File: src/rtl/comparator_cal_pkg.sv
// Shared types and widths for the comparator offset-calibration controller.
package comparator_cal_pkg;
    localparam int CAL_CODE_W = 5;
    localparam logic [CAL_CODE_W-1:0] CAL_CODE_MAX = '1;

    typedef enum logic [2:0] {IDLE, SETTLE, SAMPLE, DECIDE, DONE} cal_state_t;
    typedef enum logic {SIDE_P, SIDE_N} cal_side_t;
endpackage

File: src/rtl/comp_out_sync.sv
// Two-flop synchronizer bringing the asynchronous comparator output into clk.
module comp_out_sync (
    input  logic clk,
    input  logic rst,
    input  logic d,
    output logic q
);
    logic meta_q, meta_d;
    logic sync_q, sync_d;

    always_comb begin
        meta_d = d;
        sync_d = meta_q;
    end

    always_ff @(posedge clk or posedge rst) begin
        if (rst) begin
            meta_q <= 1'b0;
            sync_q <= 1'b0;
        end else begin
            meta_q <= meta_d;
            sync_q <= sync_d;
        end
    end

    assign q = sync_q;
endmodule

File: src/rtl/comparator_offset_cal.sv
// Comparator offset calibration: sign decision then 5-bit SAR on one trim side.
// Define COMP_CAL_VOTE_EN for 3-sample majority voting in SAMPLE.
module comparator_offset_cal
    import comparator_cal_pkg::*;
#(
    parameter int SETTLE_CYCLES = 16
) (
    input  logic                  clk,
    input  logic                  rst,
    input  logic                  start,
    input  logic                  comp_out,
    output logic [CAL_CODE_W-1:0] cfg_offset_p,
    output logic [CAL_CODE_W-1:0] cfg_offset_n,
    output logic                  cal_en,
    output logic                  busy,
    output logic                  done,
    output logic                  cal_sat
);
`ifdef COMP_CAL_VOTE_EN
    localparam int NSAMP = 3;
`else
    localparam int NSAMP = 1;
`endif
    localparam logic [7:0] SETTLE_LOAD = 8'(SETTLE_CYCLES);
    localparam logic [2:0] TOP_BIT     = 3'(CAL_CODE_W - 1);

    cal_state_t            state_q, state_d;
    cal_side_t             side_q, side_d;
    logic [7:0]            cnt_q, cnt_d;
    logic [2:0]            bit_q, bit_d;
    logic                  sign_q, sign_d;
    logic [CAL_CODE_W-1:0] code_p_q, code_p_d;
    logic [CAL_CODE_W-1:0] code_n_q, code_n_d;
    logic [NSAMP-1:0]      samp_q, samp_d;
    logic                  done_q, done_d;
    logic                  sat_q, sat_d;
    logic                  cs, decision, keep;
    logic [CAL_CODE_W-1:0] mag;
`ifdef COMP_CAL_VOTE_EN
    logic [1:0]            scnt_q, scnt_d;
`endif

    comp_out_sync u_sync (.clk(clk), .rst(rst), .d(comp_out), .q(cs));

`ifdef COMP_CAL_VOTE_EN
    assign decision = (samp_q[0] & samp_q[1]) | (samp_q[0] & samp_q[2]) | (samp_q[1] & samp_q[2]);
`else
    assign decision = samp_q[0];
`endif

    always_ff @(posedge clk or posedge rst) begin
        if (rst) begin
            state_q  <= IDLE;
            side_q   <= SIDE_P;
            cnt_q    <= '0;
            bit_q    <= '0;
            sign_q   <= 1'b0;
            code_p_q <= '0;
            code_n_q <= '0;
            samp_q   <= '0;
            done_q   <= 1'b0;
            sat_q    <= 1'b0;
`ifdef COMP_CAL_VOTE_EN
            scnt_q   <= '0;
`endif
        end else begin
            state_q  <= state_d;
            side_q   <= side_d;
            cnt_q    <= cnt_d;
            bit_q    <= bit_d;
            sign_q   <= sign_d;
            code_p_q <= code_p_d;
            code_n_q <= code_n_d;
            samp_q   <= samp_d;
            done_q   <= done_d;
            sat_q    <= sat_d;
`ifdef COMP_CAL_VOTE_EN
            scnt_q   <= scnt_d;
`endif
        end
    end

    always_comb begin
        state_d  = state_q;
        side_d   = side_q;
        cnt_d    = cnt_q;
        bit_d    = bit_q;
        sign_d   = sign_q;
        code_p_d = code_p_q;
        code_n_d = code_n_q;
        samp_d   = samp_q;
        done_d   = 1'b0;
        sat_d    = sat_q;
        keep     = 1'b0;
        mag      = '0;
`ifdef COMP_CAL_VOTE_EN
        scnt_d   = scnt_q;
`endif
        case (state_q)
            IDLE, DONE: begin
                if (start) begin
                    state_d  = SETTLE;
                    cnt_d    = SETTLE_LOAD;
                    code_p_d = '0;
                    code_n_d = '0;
                    sat_d    = 1'b0;
                    sign_d   = 1'b1;
                    side_d   = SIDE_P;
                    bit_d    = TOP_BIT;
                end
            end
            SETTLE: begin
                if (cnt_q <= 8'd1) begin
                    state_d = SAMPLE;
`ifdef COMP_CAL_VOTE_EN
                    scnt_d  = '0;
`endif
                end else begin
                    cnt_d = cnt_q - 8'd1;
                end
            end
            SAMPLE: begin
`ifdef COMP_CAL_VOTE_EN
                samp_d = {samp_q[1:0], cs};
                if (scnt_q == 2'd2) state_d = DECIDE;
                else                scnt_d  = scnt_q + 2'd1;
`else
                samp_d  = cs;
                state_d = DECIDE;
`endif
            end
            DECIDE: begin
                if (sign_q) begin
                    // cs=0 means the comparator needs positive trim
                    side_d          = decision ? SIDE_N : SIDE_P;
                    sign_d          = 1'b0;
                    bit_d           = TOP_BIT;
                    mag             = '0;
                    mag[TOP_BIT]    = 1'b1;
                    state_d         = SETTLE;
                    cnt_d           = SETTLE_LOAD;
                    if (decision) code_n_d = mag;
                    else          code_p_d = mag;
                end else begin
                    keep = (side_q == SIDE_P) ? ~decision : decision;
                    mag  = (side_q == SIDE_P) ? code_p_q : code_n_q;
                    if (!keep) mag[bit_q] = 1'b0;
                    if (bit_q == 3'd0) begin
                        state_d = DONE;
                        done_d  = 1'b1;
                        sat_d   = (mag == CAL_CODE_MAX);
                    end else begin
                        bit_d      = bit_q - 3'd1;
                        mag[bit_d] = 1'b1;
                        state_d    = SETTLE;
                        cnt_d      = SETTLE_LOAD;
                    end
                    if (side_q == SIDE_P) code_p_d = mag;
                    else                  code_n_d = mag;
                end
            end
            default: state_d = IDLE;
        endcase
    end

    always_comb begin
        busy         = (state_q == SETTLE) || (state_q == SAMPLE) || (state_q == DECIDE);
        cal_en       = busy;
        done         = done_q;
        cal_sat      = sat_q;
        cfg_offset_p = code_p_q;
        cfg_offset_n = code_n_q;
    end
endmodule

File: config.mk
export PLATFORM = sky130hd
export DESIGN_NAME = comparator_offset_cal
export DESIGN_NICKNAME = d
export VERILOG_FILES = /design/src/rtl/comparator_cal_pkg.sv /design/src/rtl/comp_out_sync.sv /design/src/rtl/comparator_offset_cal.sv
export SDC_FILE = /design/constraint.sdc
export NUM_CORES = 1
export LEC_CHECK = 0
export ABC_CLOCK_PERIOD_IN_PS = 2300
export CORE_MARGIN = 4
export CORE_UTILIZATION = 56
export DETAILED_ROUTE_END_ITERATION = 6
export HOLD_SLACK_MARGIN = 0.02
export PLACE_DENSITY = 0.88
export SETUP_SLACK_MARGIN = 0.05
export SLEW_MARGIN = 15
export SYNTH_ARGS = -nofsm -noshare
export SYNTH_HDL_FRONTEND = slang
export SYNTH_HIERARCHICAL = 1
export SYNTH_SLANG_ARGS = --single-unit
File: constraint.sdc
create_clock -name clk -period 2.3 [get_ports clk]
set_clock_uncertainty 0.1 [all_clocks]
set_input_delay 0.46 -clock clk [delete_from_list [all_inputs] [get_ports clk]]
set_output_delay 0.46 -clock clk [all_outputs]
set_load 0.05 [all_outputs]
==> report_table.html, run 1 <==
<table>
<tr><th>Metric</th><th>Value</th></tr>
<tr><th colspan="2">Floorplanning</th></tr>
<tr><td>Num ports</td><td>18</td></tr>
<tr><td>Vertical extent of the die</td><td>64.7 um</td></tr>
<tr><td>Die extent in x</td><td>64.7 um</td></tr>
<tr><td>Core region area</td><td>3080 um^2</td></tr>
<tr><td>Initial Utilization</td><td>58.5%</td></tr>
<tr><td>Std-Cell Rows</td><td>20</td></tr>
<tr><td>Full die area</td><td>4190 um^2</td></tr>
<tr><th colspan="2">Drt</th></tr>
<tr><td>Routed wire length per instance</td><td>15.7 um</td></tr>
<tr><td>Residual antenna-violating net count after detailed routing</td><td>0</td></tr>
<tr><td>Via density per instance</td><td>6.05</td></tr>
<tr><td>Wirelength, routed</td><td>3920 um</td></tr>
<tr><td>Iteration-0 DRC Markers</td><td>80</td></tr>
<tr><td>First-pass DRT Iterations</td><td>4</td></tr>
<tr><td>DR DRC count</td><td>0</td></tr>
<tr><td>Vias after detailed routing</td><td>1507</td></tr>
<tr><th colspan="2">Synth</th></tr>
<tr><td>XOR/XNOR Fraction of Synth Area</td><td>0.972%</td></tr>
<tr><td>Count of flip-flops with a built-in enable after synthesis</td><td>0</td></tr>
<tr><td>Cell Area, Synth</td><td>1800 um^2</td></tr>
<tr><td>Area share of and/or/nand/nor cells after synthesis</td><td>21.7%</td></tr>
<tr><td>Post-synth net total</td><td>192</td></tr>
<tr><td>Proportion of netlist area held by the largest area contributor</td><td>43.1%</td></tr>
<tr><td>Count of state elements after synthesis</td><td>31</td></tr>
<tr><td>Biggest area contributors in the synthesized netlist</td><td>sky130_fd_sc_hd__dfrtp_1, sky130_fd_sc_hd__mux2_2, sky130_fd_sc_hd__o21ai_0</td></tr>
<tr><td>Cell type with the highest aggregate area in the netlist</td><td>sky130_fd_sc_hd__dfrtp_1</td></tr>
<tr><td>Synth Area in Compound Gates</td><td>17.9%</td></tr>
<tr><td>Warning count from the yosys run</td><td>6</td></tr>
<tr><td>Arithmetic-cell share of the synthesized area counting full adders, half adders and majority gates</td><td>2.78%</td></tr>
<tr><td>Number of distinct library cells after synthesis</td><td>49</td></tr>
<tr><td>Multiplexer area fraction after synthesis</td><td>7.29%</td></tr>
<tr><td>Share of flip-flops with an asynchronous set or reset after synthesis</td><td>100%</td></tr>
<tr><td>Sequential cell area fraction in the yosys report</td><td>43.1%</td></tr>
<tr><td>Synthesized instance count</td><td>184</td></tr>
<tr><td>Main combinational cell family by area after synthesis</td><td>simple AND/OR/NAND/NOR gates</td></tr>
<tr><td>Most used DFF post-synth</td><td>sky130_fd_sc_hd__dfrtp_1</td></tr>
<tr><td>Mapped Avg Cell Area</td><td>9.79 um^2</td></tr>
<tr><th colspan="2">Global routing</th></tr>
<tr><td>Global-route wire length before repair</td><td>6820 um</td></tr>
<tr><td>Maximum number of pins on one net before global-route repair</td><td>30</td></tr>
<tr><td>Vias in the first global route</td><td>1456</td></tr>
<tr><td>Global-route total usage across every layer</td><td>21.2%</td></tr>
<tr><td>Antenna violations before repair</td><td>0</td></tr>
<tr><td>Remaining Overflow, GRT</td><td>0</td></tr>
<tr><th colspan="2">Cells and area</th></tr>
<tr><td>Area delta synth-&gt;final</td><td>13.1%</td></tr>
<tr><td>Area taken by flip-flops and latches</td><td>776 um^2</td></tr>
<tr><td>Layout fillers</td><td>240</td></tr>
<tr><td>Ratio of cells with drive above 1 in the final layout</td><td>14.6%</td></tr>
<tr><td>Count of non-filler cells in the finished layout</td><td>249</td></tr>
<tr><td>Area of combinational cells with multiple inputs</td><td>912 um^2</td></tr>
<tr><td>Number of nets in the finished design</td><td>212</td></tr>
<tr><td>Number of diodes added for antenna fixing</td><td>0</td></tr>
<tr><th colspan="2">Clock tree</th></tr>
<tr><td>Number of H-tree branching levels</td><td>2</td></tr>
<tr><td>CTS tree</td><td>done</td></tr>
<tr><td>Register clock-pin slew on the reported worst setup and hold paths</td><td>100 ps</td></tr>
<tr><td>Master cell of the clock root buffer</td><td>sky130_fd_sc_hd__clkbuf_4</td></tr>
<tr><td>Count of instances resized after the clock tree is built</td><td>0</td></tr>
<tr><td>Post-cts hold buffer count</td><td>0</td></tr>
<tr><td>Post-CTS Setup Repair Bufs</td><td>0</td></tr>
<tr><td>CTS sink count</td><td>31</td></tr>
<tr><td>Later-pin clock latency in the skew report</td><td>350 ps</td></tr>
<tr><td>Number of buffers created by CTS</td><td>5</td></tr>
<tr><td>Number of buffers between clock root and the deepest sink</td><td>2</td></tr>
<tr><th colspan="2">Setup path</th></tr>
<tr><td>Category of the most critical setup path</td><td>register to output pin</td></tr>
<tr><td>Highest-delay cell along the critical path</td><td>sky130_fd_sc_hd__clkdlybuf4s50_1</td></tr>
<tr><td>CP startpoint kind</td><td>register</td></tr>
<tr><td>Delay of the slowest cell on the worst path</td><td>830 ps</td></tr>
<tr><td>Data required time of the worst path</td><td>1740 ps</td></tr>
<tr><td>Largest delay contributor family on the critical path</td><td>buffers and inverters</td></tr>
<tr><td>Crit path DAT</td><td>1590 ps</td></tr>
<tr><td>Critical path capture point type</td><td>output pin</td></tr>
<tr><td>Critical path peak fanout</td><td>4</td></tr>
<tr><td>Total buffers and inverters traversed by the critical path</td><td>1</td></tr>
<tr><td>Cell chain of the critical path</td><td>clkdlybuf4s50_1</td></tr>
<tr><th colspan="2">Placed design</th></tr>
<tr><td>Placer Congestion</td><td>0.868</td></tr>
<tr><td>Count of buffers inserted at the top-level ports</td><td>17</td></tr>
<tr><td>Placed wire-length estimate</td><td>2830 um</td></tr>
<tr><td>Placed cell count</td><td>241</td></tr>
<tr><th colspan="2">STA</th></tr>
<tr><td>Final count of hold timing violations</td><td>0</td></tr>
<tr><td>Transition time of the tightest slew-check pin</td><td>522 ps</td></tr>
<tr><td>Slew Limit Headroom</td><td>65.1%</td></tr>
<tr><td>Setup TNS Final</td><td>0 ps</td></tr>
<tr><td>Final period utilization</td><td>93.6%</td></tr>
<tr><td>Setup violators final</td><td>0</td></tr>
<tr><td>Max Transition Viols Final</td><td>0</td></tr>
<tr><td>Unrepaired setup endpoints after global routing</td><td>false</td></tr>
<tr><td>Tmin final</td><td>2150 ps</td></tr>
<tr><td>Maximum operating frequency</td><td>465 MHz</td></tr>
<tr><th colspan="2">Run</th></tr>
<tr><td>Max-capacitance violation count</td><td>0</td></tr>
<tr><th colspan="2">Power</th></tr>
<tr><td>Worst voltage drop across the vdd grid</td><td>405 uV</td></tr>
<tr><td>Net Sw Power</td><td>546 uW</td></tr>
<tr><td>Switching share of total power</td><td>37.9%</td></tr>
<tr><td>Power density relative to cell area</td><td>707 nW/um^2</td></tr>
<tr><td>Part of the total power dissipated in sequential elements</td><td>46.5%</td></tr>
<tr><td>Part of the total power dissipated in the clock network</td><td>21.7%</td></tr>
<tr><td>Internal Dissipation</td><td>894 uW</td></tr>
<tr><td>Gate power share</td><td>31.8%</td></tr>
<tr><td>Cell leakage power</td><td>0.848 nW</td></tr>
<tr><th colspan="2">Hold path</th></tr>
<tr><td>Type of the most critical hold path</td><td>input port to async pin</td></tr>
<tr><th colspan="2">Run status</th></tr>
<tr><td>Outcome</td><td>finished clean</td></tr>
</table>
[synthesized netlist by cell type (2+ instances only)]
cell / instances
sky130_fd_sc_hd__o31ai_1: 3
sky130_fd_sc_hd__a21oi_1: 11
sky130_fd_sc_hd__nand2_1: 18
sky130_fd_sc_hd__dfrtp_1: 31
sky130_fd_sc_hd__nor4_1: 3
sky130_fd_sc_hd__o41ai_1: 3
sky130_fd_sc_hd__mux2_2: 9
sky130_fd_sc_hd__nor2_1: 12
sky130_fd_sc_hd__clkbuf_8: 3
sky130_fd_sc_hd__nand3b_1: 4
sky130_fd_sc_hd__nand3_1: 8
sky130_fd_sc_hd__inv_1: 9
sky130_fd_sc_hd__or4_1: 3
sky130_fd_sc_hd__nand2b_1: 4
sky130_fd_sc_hd__a22o_1: 2
sky130_fd_sc_hd__nor3_1: 3
sky130_fd_sc_hd__mux2i_1: 3
sky130_fd_sc_hd__nor3b_1: 2
sky130_fd_sc_hd__o21a_1: 2
sky130_fd_sc_hd__a31o_2: 2
sky130_fd_sc_hd__ha_1: 4
sky130_fd_sc_hd__o21ai_0: 14
sky130_fd_sc_hd__clkbuf_1: 4
sky130_fd_sc_hd__xnor2_1: 2
[registers in the layout, summed over array words and instances, names as in the netlist]
| register | flops |
|---|---|
| u_sync/q | 1 |
| bit_q | 3 |
| sign_q | 1 |
| u_sync/meta_q | 1 |
| cal_sat | 1 |
| cfg_offset_n | 5 |
| decision | 1 |
| state_q | 3 |
| cfg_offset_p | 5 |
| cnt_q | 8 |
| side_q | 1 |
| done | 1 |
[per-layer routing]
layer  part of all wire, %  track usage (%)  up-vias
met3                   6.6             6.93       15
met4                   3.1             12.4        0
met1                    42             25.3      718
met5                     0                0        -
met2                    48             33.3       58
li1                      -                -      716
[cell families after synthesis]
group,count (synthesis)
and+or+nand+nor,69
AOI/OAI and AO/OA,47
DFF,31
buffers and inverters,19
muxes,12
adders and majority gates,4
xor gates and xnor gates,2
[cell usage in the layout (no fill, tap or decap), types with 2 or more instances in the layout]
cell type and n:
sky130_fd_sc_hd__nor3b_1 2, sky130_fd_sc_hd__nand2b_1 4, sky130_fd_sc_hd__mux2_2 9, sky130_fd_sc_hd__a21oi_1 11, sky130_fd_sc_hd__o31ai_1 3, sky130_fd_sc_hd__ha_1 4
sky130_fd_sc_hd__a22o_1 2, sky130_fd_sc_hd__a31o_2 2, sky130_fd_sc_hd__o41ai_1 3, sky130_fd_sc_hd__nand3b_1 4, sky130_fd_sc_hd__nor3_1 3, sky130_fd_sc_hd__o21a_1 2
sky130_fd_sc_hd__nand2_1 18, sky130_fd_sc_hd__buf_4 8, sky130_fd_sc_hd__clkdlybuf4s50_1 15, sky130_fd_sc_hd__clkbuf_1 2, sky130_fd_sc_hd__nand3_1 8, sky130_fd_sc_hd__nor4_1 3
sky130_fd_sc_hd__dfrtp_1 31, sky130_fd_sc_hd__inv_1 9, sky130_fd_sc_hd__clkbuf_4 5, sky130_fd_sc_hd__o21ai_0 14, sky130_fd_sc_hd__or4_1 3, sky130_fd_sc_hd__nor2_1 12
sky130_fd_sc_hd__xnor2_1 2, sky130_fd_sc_hd__mux2i_1 3
[power by group through the flow]
stage / Clock, mW / Combinational (mW) / Sequential, mW
after floorplan: 0 / 0.329 / 0.689
after global placement: 0 / 0.433 / 0.673
after detailed placement: 0 / 0.452 / 0.677
after CTS: 0.318 / 0.454 / 0.666
after global routing: 0.350 / 0.494 / 0.680
final: 0.313 / 0.457 / 0.669
[area by class of cell]
type,count,area share [%]
clock inverter,1,0.246
sequential,31,38.1
multi-input combinational,134,44.8
timing repair buffer,23,10.3
tap,44,2.70
clock buffer,7,2.21
inverter,9,1.66
[final timing paths]
| kind | cells after the start | endpoint | from | slack, ps |
|---|---|---|---|---|
| hold / removal | 2 | u_sync/meta_q | rst | 190 |
| max in group asynchronous | 3 | cfg_offset_p[1] | rst | 1400 |
| hold reg to reg | 0 | u_sync/q | u_sync/meta_q | 270 |
| setup reg to reg | 6 | cnt_q[5] | bit_q[1] | 240 |
| setup / recovery | 1 | cfg_offset_n[3] | cfg_offset_n[3] | 150 |
| min in group clk | 0 | u_sync/q | u_sync/meta_q | 270 |
[metrics by stage]
step | power, mW | util, % | instance area [um^2] | setup slack [ps] | hold slack (ps)
4_1_cts | 1.44 | 66.2 | 2040 | 159 | 182
6_report | 1.44 | 66.2 | 2040 | 148 | 186
5_1_grt | 1.52 | 66.2 | 2040 | 74.1 | 167
2_1_floorplan | 1.02 | - | 1800 | 191 | 101
3_5_place_dp | 1.13 | 64.6 | 1990 | 121 | 239
3_3_place_gp | 1.11 | 64.6 | 1990 | 145 | 244
No activity file was read; power rests on OpenSTA's default activity.
==> run 2: changes to the inputs <==
Settings changed: CORE_ASPECT_RATIO set to 2.
==> run 2 against run 1 <==
Compared with the run above:
- register-to-register slack is essentially flat
- sequential power is essentially flat
- combinational power grew 4.4%
- setup slack gained 82 ps
- first-iteration DRC count shrank 29%
==> report_table.html, run 2 (same netlist as run 1, synthesis figures left out) <==
<table>
<tr><th>Metric</th><th>Value</th></tr>
<tr><th colspan="2">Drt</th></tr>
<tr><td>Residual antenna-violating net count after detailed routing</td><td>0</td></tr>
<tr><td>Iteration-0 DRC Markers</td><td>57</td></tr>
<tr><td>Via density per instance</td><td>6.42</td></tr>
<tr><td>Wirelength, routed</td><td>4250 um</td></tr>
<tr><td>First-pass DRT Iterations</td><td>4</td></tr>
<tr><td>DR DRC count</td><td>0</td></tr>
<tr><td>Routed wire length per instance</td><td>17.9 um</td></tr>
<tr><td>Vias after detailed routing</td><td>1527</td></tr>
<tr><th colspan="2">Placed design</th></tr>
<tr><td>Placer Congestion</td><td>0.976</td></tr>
<tr><td>Placed wire-length estimate</td><td>3260 um</td></tr>
<tr><td>Count of buffers inserted at the top-level ports</td><td>17</td></tr>
<tr><th colspan="2">STA</th></tr>
<tr><td>Maximum operating frequency</td><td>483 MHz</td></tr>
<tr><td>Unrepaired setup endpoints after global routing</td><td>false</td></tr>
<tr><td>Slew Limit Headroom</td><td>64.1%</td></tr>
<tr><td>Setup TNS Final</td><td>0 ps</td></tr>
<tr><td>Final period utilization</td><td>90.0%</td></tr>
<tr><td>Tmin final</td><td>2070 ps</td></tr>
<tr><td>Max Transition Viols Final</td><td>0</td></tr>
<tr><td>Transition time of the tightest slew-check pin</td><td>538 ps</td></tr>
<tr><td>Setup violators final</td><td>0</td></tr>
<tr><td>Final count of hold timing violations</td><td>0</td></tr>
<tr><th colspan="2">Setup path</th></tr>
<tr><td>Highest-delay cell along the critical path</td><td>sky130_fd_sc_hd__clkdlybuf4s50_1</td></tr>
<tr><td>Critical path capture point type</td><td>output pin</td></tr>
<tr><td>Cell chain of the critical path</td><td>clkdlybuf4s50_1</td></tr>
<tr><td>Critical path peak fanout</td><td>3</td></tr>
<tr><td>Category of the most critical setup path</td><td>register to output pin</td></tr>
<tr><td>Largest delay contributor family on the critical path</td><td>buffers and inverters</td></tr>
<tr><td>Delay of the slowest cell on the worst path</td><td>820 ps</td></tr>
<tr><td>Data required time of the worst path</td><td>1740 ps</td></tr>
<tr><td>Crit path DAT</td><td>1510 ps</td></tr>
<tr><td>CP startpoint kind</td><td>register</td></tr>
<tr><td>Total buffers and inverters traversed by the critical path</td><td>1</td></tr>
<tr><th colspan="2">Power</th></tr>
<tr><td>Gate power share</td><td>30.4%</td></tr>
<tr><td>Switching share of total power</td><td>35.1%</td></tr>
<tr><td>Cell leakage power</td><td>0.885 nW</td></tr>
<tr><td>Part of the total power dissipated in the clock network</td><td>27.1%</td></tr>
<tr><td>Net Sw Power</td><td>551 uW</td></tr>
<tr><td>Part of the total power dissipated in sequential elements</td><td>42.5%</td></tr>
<tr><td>Total power after layout</td><td>1.57 mW</td></tr>
<tr><td>Internal Dissipation</td><td>1.02 mW</td></tr>
<tr><td>Power density relative to cell area</td><td>753 nW/um^2</td></tr>
<tr><td>Worst voltage drop across the vdd grid</td><td>445 uV</td></tr>
<tr><th colspan="2">Run</th></tr>
<tr><td>Max-capacitance violation count</td><td>0</td></tr>
<tr><th colspan="2">Global routing</th></tr>
<tr><td>Global-route total usage across every layer</td><td>23.3%</td></tr>
<tr><td>Vias in the first global route</td><td>1591</td></tr>
<tr><td>Antenna violations before repair</td><td>0</td></tr>
<tr><td>Global-route wire length before repair</td><td>7020 um</td></tr>
<tr><td>Remaining Overflow, GRT</td><td>0</td></tr>
<tr><td>Maximum number of pins on one net before global-route repair</td><td>30</td></tr>
<tr><th colspan="2">Clock tree</th></tr>
<tr><td>CTS sink count</td><td>31</td></tr>
<tr><td>Number of H-tree branching levels</td><td>2</td></tr>
<tr><td>Number of buffers created by CTS</td><td>5</td></tr>
<tr><td>Register clock-pin slew on the reported worst setup and hold paths</td><td>60 ps</td></tr>
<tr><td>Master cell of the clock root buffer</td><td>sky130_fd_sc_hd__clkbuf_8</td></tr>
<tr><td>Number of buffers between clock root and the deepest sink</td><td>2</td></tr>
<tr><td>Later-pin clock latency in the skew report</td><td>280 ps</td></tr>
<tr><td>Post-cts hold buffer count</td><td>0</td></tr>
<tr><td>CTS tree</td><td>done</td></tr>
<tr><th colspan="2">Cells and area</th></tr>
<tr><td>Most common cell after layout, fill and taps aside</td><td>sky130_fd_sc_hd__dfrtp_1</td></tr>
<tr><td>Number of nets in the finished design</td><td>216</td></tr>
<tr><td>Top library cells by usage in the layout, fill and taps aside</td><td>sky130_fd_sc_hd__dfrtp_1, sky130_fd_sc_hd__nand2_1, sky130_fd_sc_hd__clkdlybuf4s50_1, sky130_fd_sc_hd__o21ai_0</td></tr>
<tr><td>Largest register by flop count</td><td>cnt_q</td></tr>
<tr><td>Area delta synth-&gt;final</td><td>15.8%</td></tr>
<tr><td>Number of flip-flops in the largest register</td><td>8</td></tr>
<tr><td>Number of diodes added for antenna fixing</td><td>0</td></tr>
<tr><td>Ratio of cells with drive above 1 in the final layout</td><td>16.8%</td></tr>
<tr><td>Share of the core filled with cells in the final layout</td><td>69.3%</td></tr>
<tr><th colspan="2">Floorplanning</th></tr>
<tr><td>Die extent in x</td><td>48.1 um</td></tr>
<tr><td>Num ports</td><td>18</td></tr>
<tr><td>Core region area</td><td>3010 um^2</td></tr>
<tr><td>Vertical extent of the die</td><td>88.2 um</td></tr>
<tr><td>Initial Utilization</td><td>59.8%</td></tr>
<tr><td>Full die area</td><td>4240 um^2</td></tr>
<tr><td>Std-Cell Rows</td><td>28</td></tr>
<tr><th colspan="2">Hold path</th></tr>
<tr><td>Type of the most critical hold path</td><td>input port to async pin</td></tr>
<tr><th colspan="2">Run status</th></tr>
<tr><td>Outcome</td><td>finished clean</td></tr>
</table>
## run 2: per-stage QoR
stage,std cells,hold WS [ps],setup slack [ps],instance area [um^2]
final,238,254,230,2090
after detailed placement,231,244,111,2000
after floorplan,184,101,191,1800
after global routing,238,260,63.5,2090
after global placement,231,239,187,2000
after CTS,238,249,209,2090
## run 2: worst paths after layout
check                                 from              end  slack, ps  cells past startpoint
setup reg to reg                  cnt_q[0]         cnt_q[4]        240                      6
setup / recovery           cfg_offset_n[4]  cfg_offset_n[4]        230                      1
max in group asynchronous              rst       state_q[0]       1350                      3
min in group clk             u_sync/meta_q         u_sync/q        250                      0
hold reg to reg              u_sync/meta_q         u_sync/q        250                      0
hold / removal                         rst    u_sync/meta_q        250                      2
## run 2: timing repair
| item | CTS | global route |
|---|---|---|
| buffers inserted | 0 | 0 |
| gates resized for setup | 0 | 1 |
| setup endpoints to repair | 0 | 1 |
## run 2: area by class of cell
class / instances / area [um^2]
Clock buffer: 6 / 82.6
Clock inverter: 1 / 5.00
Fill cell: 229 / 926
Inverter: 9 / 33.8
Multi-Input combinational cell: 134 / 912
Sequential cell: 31 / 776
Tap cell: 30 / 37.5
Timing Repair Buffer: 27 / 240
## run 2: worst reg2reg max path, stage by stage (launching register included)
cell and delay [ps]:
sky130_fd_sc_hd__dfrtp_1 410, sky130_fd_sc_hd__inv_1 120, sky130_fd_sc_hd__ha_1 180, sky130_fd_sc_hd__or4bb_1 520
sky130_fd_sc_hd__a21oi_1 330, sky130_fd_sc_hd__a21oi_1 110, sky130_fd_sc_hd__nand3b_1 160
## run 2: routing by layer
metal  up-vias  global-route usage (%)  wire (um)
met3        12                    5.50        147
li1        727                       -          -
met1       750                    21.9       1460
met5         -                       0          0
met4         0                    13.0        126
met2        38                    42.2       2520
## run 2: power by group through the flow
stage	Sequential (mW)	Clock, mW	Combinational (mW)
2_1_floorplan	0.689	0	0.329
3_3_place_gp	0.668	0	0.454
3_5_place_dp	0.675	0	0.476
4_1_cts	0.665	0.436	0.478
5_1_grt	0.673	0.470	0.527
6_report	0.667	0.426	0.477
==> run 3: changes to the inputs <==
Settings changed: CORE_ASPECT_RATIO 2 to 1.2, CORE_UTILIZATION 56 to 59, CTS_BUF_LIST set to sky130_fd_sc_hd__clkbuf_4, PLACE_DENSITY 0.88 to 0.91.
==> run 3 against run 2 <==
Compared with the run above:
- first-iteration DRC count is 37% higher
- die area is 5.6% lower
- final area is 1.1% lower
- critical path depth stayed put
- critical path type unchanged
- critical endpoint is now cfg_offset_n[1]
==> report_table.html, run 3 (same netlist as run 1, synthesis figures left out) <==
<table>
<tr><th>Metric</th><th>Value</th></tr>
<tr><th colspan="2">Run status</th></tr>
<tr><td>Outcome</td><td>finished clean</td></tr>
<tr><th colspan="2">Power</th></tr>
<tr><td>Worst voltage drop across the vdd grid</td><td>608 uV</td></tr>
<tr><td>Power density relative to cell area</td><td>707 nW/um^2</td></tr>
<tr><td>Switching share of total power</td><td>37.6%</td></tr>
<tr><td>Internal Dissipation</td><td>910 uW</td></tr>
<tr><td>Total power after layout</td><td>1.46 mW</td></tr>
<tr><td>Cell leakage power</td><td>0.871 nW</td></tr>
<tr><td>Part of the total power dissipated in the clock network</td><td>21.3%</td></tr>
<tr><td>Part of the total power dissipated in sequential elements</td><td>45.7%</td></tr>
<tr><td>Net Sw Power</td><td>548 uW</td></tr>
<tr><td>Gate power share</td><td>32.9%</td></tr>
<tr><th colspan="2">STA</th></tr>
<tr><td>Final period utilization</td><td>92.4%</td></tr>
<tr><td>Setup TNS Final</td><td>0 ps</td></tr>
<tr><td>Transition time of the tightest slew-check pin</td><td>536 ps</td></tr>
<tr><td>Final count of hold timing violations</td><td>0</td></tr>
<tr><td>Maximum operating frequency</td><td>470 MHz</td></tr>
<tr><td>Max Transition Viols Final</td><td>0</td></tr>
<tr><td>Worst hold margin</td><td>187 ps</td></tr>
<tr><td>Unrepaired setup endpoints after global routing</td><td>false</td></tr>
<tr><td>Tmin final</td><td>2130 ps</td></tr>
<tr><td>Setup violators final</td><td>0</td></tr>
<tr><td>Slew Limit Headroom</td><td>64.2%</td></tr>
<tr><th colspan="2">Placed design</th></tr>
<tr><td>Count of buffers inserted at the top-level ports</td><td>17</td></tr>
<tr><td>Placed wire-length estimate</td><td>2950 um</td></tr>
<tr><td>Placer Congestion</td><td>0.817</td></tr>
<tr><th colspan="2">Clock tree</th></tr>
<tr><td>Count of instances resized after the clock tree is built</td><td>0</td></tr>
<tr><td>Number of buffers between clock root and the deepest sink</td><td>2</td></tr>
<tr><td>Number of buffers created by CTS</td><td>5</td></tr>
<tr><td>CTS tree</td><td>done</td></tr>
<tr><td>Master cell of the clock root buffer</td><td>sky130_fd_sc_hd__clkbuf_4</td></tr>
<tr><td>Number of H-tree branching levels</td><td>2</td></tr>
<tr><td>Later-pin clock latency in the skew report</td><td>330 ps</td></tr>
<tr><td>Register clock-pin slew on the reported worst setup and hold paths</td><td>100 ps</td></tr>
<tr><td>CTS sink count</td><td>31</td></tr>
<tr><td>Post-CTS Setup Repair Bufs</td><td>0</td></tr>
<tr><td>Post-cts hold buffer count</td><td>0</td></tr>
<tr><th colspan="2">Floorplanning</th></tr>
<tr><td>Std-Cell Rows</td><td>21</td></tr>
<tr><td>Die extent in x</td><td>58.4 um</td></tr>
<tr><td>Core region area</td><td>2860 um^2</td></tr>
<tr><td>Full die area</td><td>4010 um^2</td></tr>
<tr><td>Initial Utilization</td><td>62.9%</td></tr>
<tr><td>Vertical extent of the die</td><td>68.5 um</td></tr>
<tr><td>Num ports</td><td>18</td></tr>
<tr><th colspan="2">Setup path</th></tr>
<tr><td>Highest-delay cell along the critical path</td><td>sky130_fd_sc_hd__clkdlybuf4s50_1</td></tr>
<tr><td>Category of the most critical setup path</td><td>register to output pin</td></tr>
<tr><td>Critical path capture point type</td><td>output pin</td></tr>
<tr><td>CP startpoint kind</td><td>register</td></tr>
<tr><td>Crit path DAT</td><td>1570 ps</td></tr>
<tr><td>Largest delay contributor family on the critical path</td><td>buffers and inverters</td></tr>
<tr><td>Delay of the slowest cell on the worst path</td><td>820 ps</td></tr>
<tr><td>Data required time of the worst path</td><td>1740 ps</td></tr>
<tr><td>Cell chain of the critical path</td><td>clkdlybuf4s50_1</td></tr>
<tr><td>Critical path peak fanout</td><td>4</td></tr>
<tr><td>Total buffers and inverters traversed by the critical path</td><td>1</td></tr>
<tr><th colspan="2">Cells and area</th></tr>
<tr><td>Number of flip-flops in the largest register</td><td>8</td></tr>
<tr><td>Number of nets in the finished design</td><td>216</td></tr>
<tr><td>Top library cells by usage in the layout, fill and taps aside</td><td>sky130_fd_sc_hd__dfrtp_1, sky130_fd_sc_hd__nand2_1, sky130_fd_sc_hd__clkdlybuf4s50_1, sky130_fd_sc_hd__o21ai_0</td></tr>
<tr><td>Area delta synth-&gt;final</td><td>14.5%</td></tr>
<tr><td>Ratio of cells with drive above 1 in the final layout</td><td>16.3%</td></tr>
<tr><td>Largest register by flop count</td><td>cnt_q</td></tr>
<tr><td>Most common cell after layout, fill and taps aside</td><td>sky130_fd_sc_hd__dfrtp_1</td></tr>
<tr><td>Number of diodes added for antenna fixing</td><td>0</td></tr>
<tr><th colspan="2">Global routing</th></tr>
<tr><td>Global-route wire length before repair</td><td>6900 um</td></tr>
<tr><td>Antenna violations before repair</td><td>0</td></tr>
<tr><td>Vias in the first global route</td><td>1517</td></tr>
<tr><td>Remaining Overflow, GRT</td><td>0</td></tr>
<tr><td>Global-route total usage across every layer</td><td>23.0%</td></tr>
<tr><td>Maximum number of pins on one net before global-route repair</td><td>30</td></tr>
<tr><th colspan="2">Drt</th></tr>
<tr><td>Vias after detailed routing</td><td>1544</td></tr>
<tr><td>First-pass DRT Iterations</td><td>4</td></tr>
<tr><td>Via density per instance</td><td>6.35</td></tr>
<tr><td>Iteration-0 DRC Markers</td><td>78</td></tr>
<tr><td>Residual antenna-violating net count after detailed routing</td><td>0</td></tr>
<tr><td>DR DRC count</td><td>0</td></tr>
<tr><td>Wirelength, routed</td><td>4170 um</td></tr>
<tr><td>Routed wire length per instance</td><td>17.1 um</td></tr>
<tr><th colspan="2">Hold path</th></tr>
<tr><td>Type of the most critical hold path</td><td>input port to async pin</td></tr>
<tr><th colspan="2">Run</th></tr>
<tr><td>Max-capacitance violation count</td><td>0</td></tr>
</table>
## run 3: per-stage QoR
stage                     worst slack (ps)  util [%]  area [um^2]  std cells
after global routing                  97.6      72.0         2060        243
after global placement                 193      70.0         2000        235
final                                  174      72.0         2060        243
after CTS                              134      71.8         2060        243
after floorplan                        191         -         1800        184
after detailed placement               161      70.0         2000        235
## run 3: final cells by class
class / count / area, um^2
clock buffers: 6 / 45.0
clock inverters: 2 / 7.51
fillers: 197 / 801
inverters: 9 / 33.8
multi-input cells: 134 / 918
flip-flops and latches: 31 / 776
well taps: 34 / 42.5
repair buffers: 27 / 240
## run 3: routing by layer
| metal | up-vias | wire length [um] | GRT usage, % |
|---|---|---|---|
| li1 | 726 | - | - |
| met1 | 747 | 1680 | 26.6 |
| met2 | 55 | 2100 | 38.5 |
| met3 | 16 | 254 | 6.15 |
| met4 | 0 | 139 | 13.0 |
| met5 | - | 0 | 0 |
## run 3: worst paths after layout
path | start | end | slack, ps | depth (start not counted)
hold reg to reg | u_sync/meta_q | u_sync/q | 260 | 0
setup / recovery | cfg_offset_n[1] | cfg_offset_n[1] | 170 | 1
min in group clk | u_sync/meta_q | u_sync/q | 260 | 0
setup reg to reg | bit_q[1] | cnt_q[5] | 260 | 6
hold / removal | rst | u_sync/q | 190 | 2
max in group asynchronous | rst | cfg_offset_p[0] | 1400 | 3
## run 3: power groups by stage
| stage | Clock [mW] | Sequential (mW) | Combinational (mW) |
|---|---|---|---|
| 4_1_cts | 0.315 | 0.663 | 0.474 |
| 3_5_place_dp | 0 | 0.674 | 0.471 |
| 2_1_floorplan | 0 | 0.689 | 0.329 |
| 3_3_place_gp | 0 | 0.665 | 0.448 |
| 5_1_grt | 0.346 | 0.675 | 0.522 |
| 6_report | 0.311 | 0.667 | 0.480 |
==> RTL change: new RTL, config.mk and constraints of run 2 <==
Build with the macro `COMP_CAL_VOTE_EN` defined.
--- a/src/rtl/comparator_offset_cal.sv
+++ b/src/rtl/comparator_offset_cal.sv
@@ -1,5 +1,7 @@
 // Comparator offset calibration: sign decision then 5-bit SAR on one trim side.
 // Define COMP_CAL_VOTE_EN for 3-sample majority voting in SAMPLE.
+`define COMP_CAL_VOTE_EN
+
 module comparator_offset_cal
     import comparator_cal_pkg::*;
 #(
Behaviour: same outputs for any inputs over 10 cycles, from zero or initial values and one cycle with rst high; that may be too few to reach the edited logic, so the function may still have changed.
==> RTL change against run 2 <==
Setup slack got worse by 0.045 ns; wire length increased by 8.8%; die area increased by 13%; sequential cell count increased by 4; final area increased by 18%; area after synthesis increased by 16%; sequential share of layout area decreased by 1.6 points; largest cell class unchanged; highest routed layer unchanged.
Power is not compared: it rests on default switching activity, and its combinational part moved more than twofold at a synthesized area within 25%.
==> RTL change: results (changes against run 2) <==
[status]
status = complete, no violations  ; unchanged

[grt]
grt_pass1_wl_mm = 8.245  ; was 7.024 mm
grt_max_degree = 34  ; was 30
grt_pass1_vias = 1792  ; was 1591
grt_usage_pct = 22.62  ; was 23.31%
antenna_found_initial = 0  ; unchanged

[synthesis]
synth.distinct_cells = 56  ; was 49
synth_compound_area_share_pct = 18.09  ; was 17.92%
syn_nets = 222  ; was 192
synthMuxAreaShare_pct = 6.550  ; was 7.292%
yosys-top-cells-count = dfrtp_1 (35), inv_1 (12), nor2_1 (12)  ; was dfrtp_1 (31), nand2_1 (18), o21ai_0 (14)
synthAdderAreaFrac_pct = 3.486  ; was 2.778%
ys_top_cells_by_area = dfrtp_1 (42%), mux2i_1 (3.8%), nand2b_1 (3.3%)  ; was dfrtp_1 (43%), mux2_2 (5.6%), o21ai_0 (3.9%)
synth_seq_area_share_pct = 42.07  ; was 43.06%
synth-main-ff-cell = dfrtp_1  ; unchanged
synth-xor-area-share_pct = 0.4207  ; was 0.9722%

[worst_setup_path]
cp_top_family = adder cells  ; was buffers and inverters
crit-reg2reg-launch = samp_q[0]  ; was cnt_q[0]
r2r_cells = 4  ; was 6
cp_data_arrival_time_ns = 2.18  ; was 1.51 ns
worst-path-max-fanout = 12  ; was 3
cpMaxStageDelayCell = maj3_1  ; was clkdlybuf4s50_1
critical-path-max-stage-delay_ns = 0.54  ; was 0.82 ns
r2r_slack_ns = 0.19  ; was 0.24 ns
rr_endpoint = cfg_offset_n[3]  ; was cnt_q[4]

[sta]
relSlewSlack_pct = 60.71  ; was 64.11%

[power]
p_int_mw = 1.838
peakVddDrop_mv = 0.8137
p_leak_nw = 1.068

[placed_design]
gp_congestion = 0.8566  ; was 0.9755
pre_cts_slack_ns = 0.02481  ; was 0.1111 ns
io_buffer_count = 17  ; unchanged
hpwl_mm = 3.491  ; was 3.261 mm

[clock_tree]
clock_path_buffers = 2  ; unchanged
cts-resized-gates = 0  ; unchanged
post-cts-setup-buffer-count = 0  ; unchanged
clk_latency_ns = 0.28  ; about the same
clkTransAtPathRegs_ns = 0.07
cts_root_buffer = clkbuf_8  ; unchanged
htree_levels = 2  ; unchanged

[worst_hold_path]
holdCritPathClass = reg2reg  ; was in2async
worstHoldEndpoint = u_sync/q
min_from = u_sync/meta_q
hold_depth = 0

[routing]
wl_mm = 4.627  ; was 4.254 mm
vias_per_cell = 6.044  ; was 6.416
dr.pass1.iters = 4  ; unchanged
drt_iter0_drc = 50  ; was 57

[cells_and_area]
drive_gt1_share_pct = 16.73  ; was 16.83%
top_register = cnt_q  ; unchanged
final_nets = 253  ; was 216
largest_register_ffs = 8  ; unchanged
fillers = 309  ; was 229
diodes = 0  ; unchanged

## RTL change: changes by cell type in the layout (fill, tap and decap cells not counted), moves of 5 or more
cell | before | now
nand2_1 | 18 | 11
buf_4 | 12 | 20
mux2i_1 | 3 | 8
nand2b_1 | 4 | 11
or3_1 | 0 | 5
## RTL change: power by group through the flow
| stage | clock [mW] | combinational (mW) | sequential, mW |
|---|---|---|---|
| global route | 0.464 | 2.10 | 1.08 |
| global placement | 0 | 1.85 | 1.04 |
| finish | 0.419 | 1.90 | 1.04 |
| detailed placement | 0 | 1.89 | 1.05 |
| CTS | 0.437 | 1.90 | 1.04 |
| floorplan | 0 | 1.27 | 1.09 |
## RTL change: cell type report
cell class,count,share of cell area [%]
multi-input cells,155,44.67
flip-flops and latches,35,35.53
repair buffers,35,12.18
clock buffers,7,3.096
well taps,49,2.487
inverters,12,1.827
clock inverters,1,0.2030
## RTL change: how the worst max path moves through the flow
stage,startpoint,end,slack [ns]
floorplan,bit_q[0],cnt_q[4],0.22
global placement,start,cnt_q[4],0.07
detailed placement,start,cnt_q[2],0.02
CTS,samp_q[0],cfg_offset_n[3],0.18
global route,bit_q[0],cnt_q[4],0.06
finish,samp_q[0],cfg_offset_n[3],0.19
## RTL change: layer usage
metal / global-route usage, % / vias to the layer above / share of wire, %
li1: - / 862 / -
met1: 24.61 / 852 / 36
met2: 40.52 / 48 / 56
met3: 3.180 / 15 / 3.5
met4: 12.36 / 0 / 3.7
met5: 0 / - / 0
## RTL change: per-stage QoR
step	power [mW]	utilization, %	hold WS [ns]	instance area (um2)	instances
floorplan	2.358	-	0.1012	2085	213
global placement	2.888	66.08	0.2373	2384	286
detailed placement	2.941	66.08	0.2434	2384	286
CTS	3.376	68.33	0.2583	2465	294
global route	3.647	68.33	0.2692	2465	294
finish	3.363	68.33	0.2555	2465	294
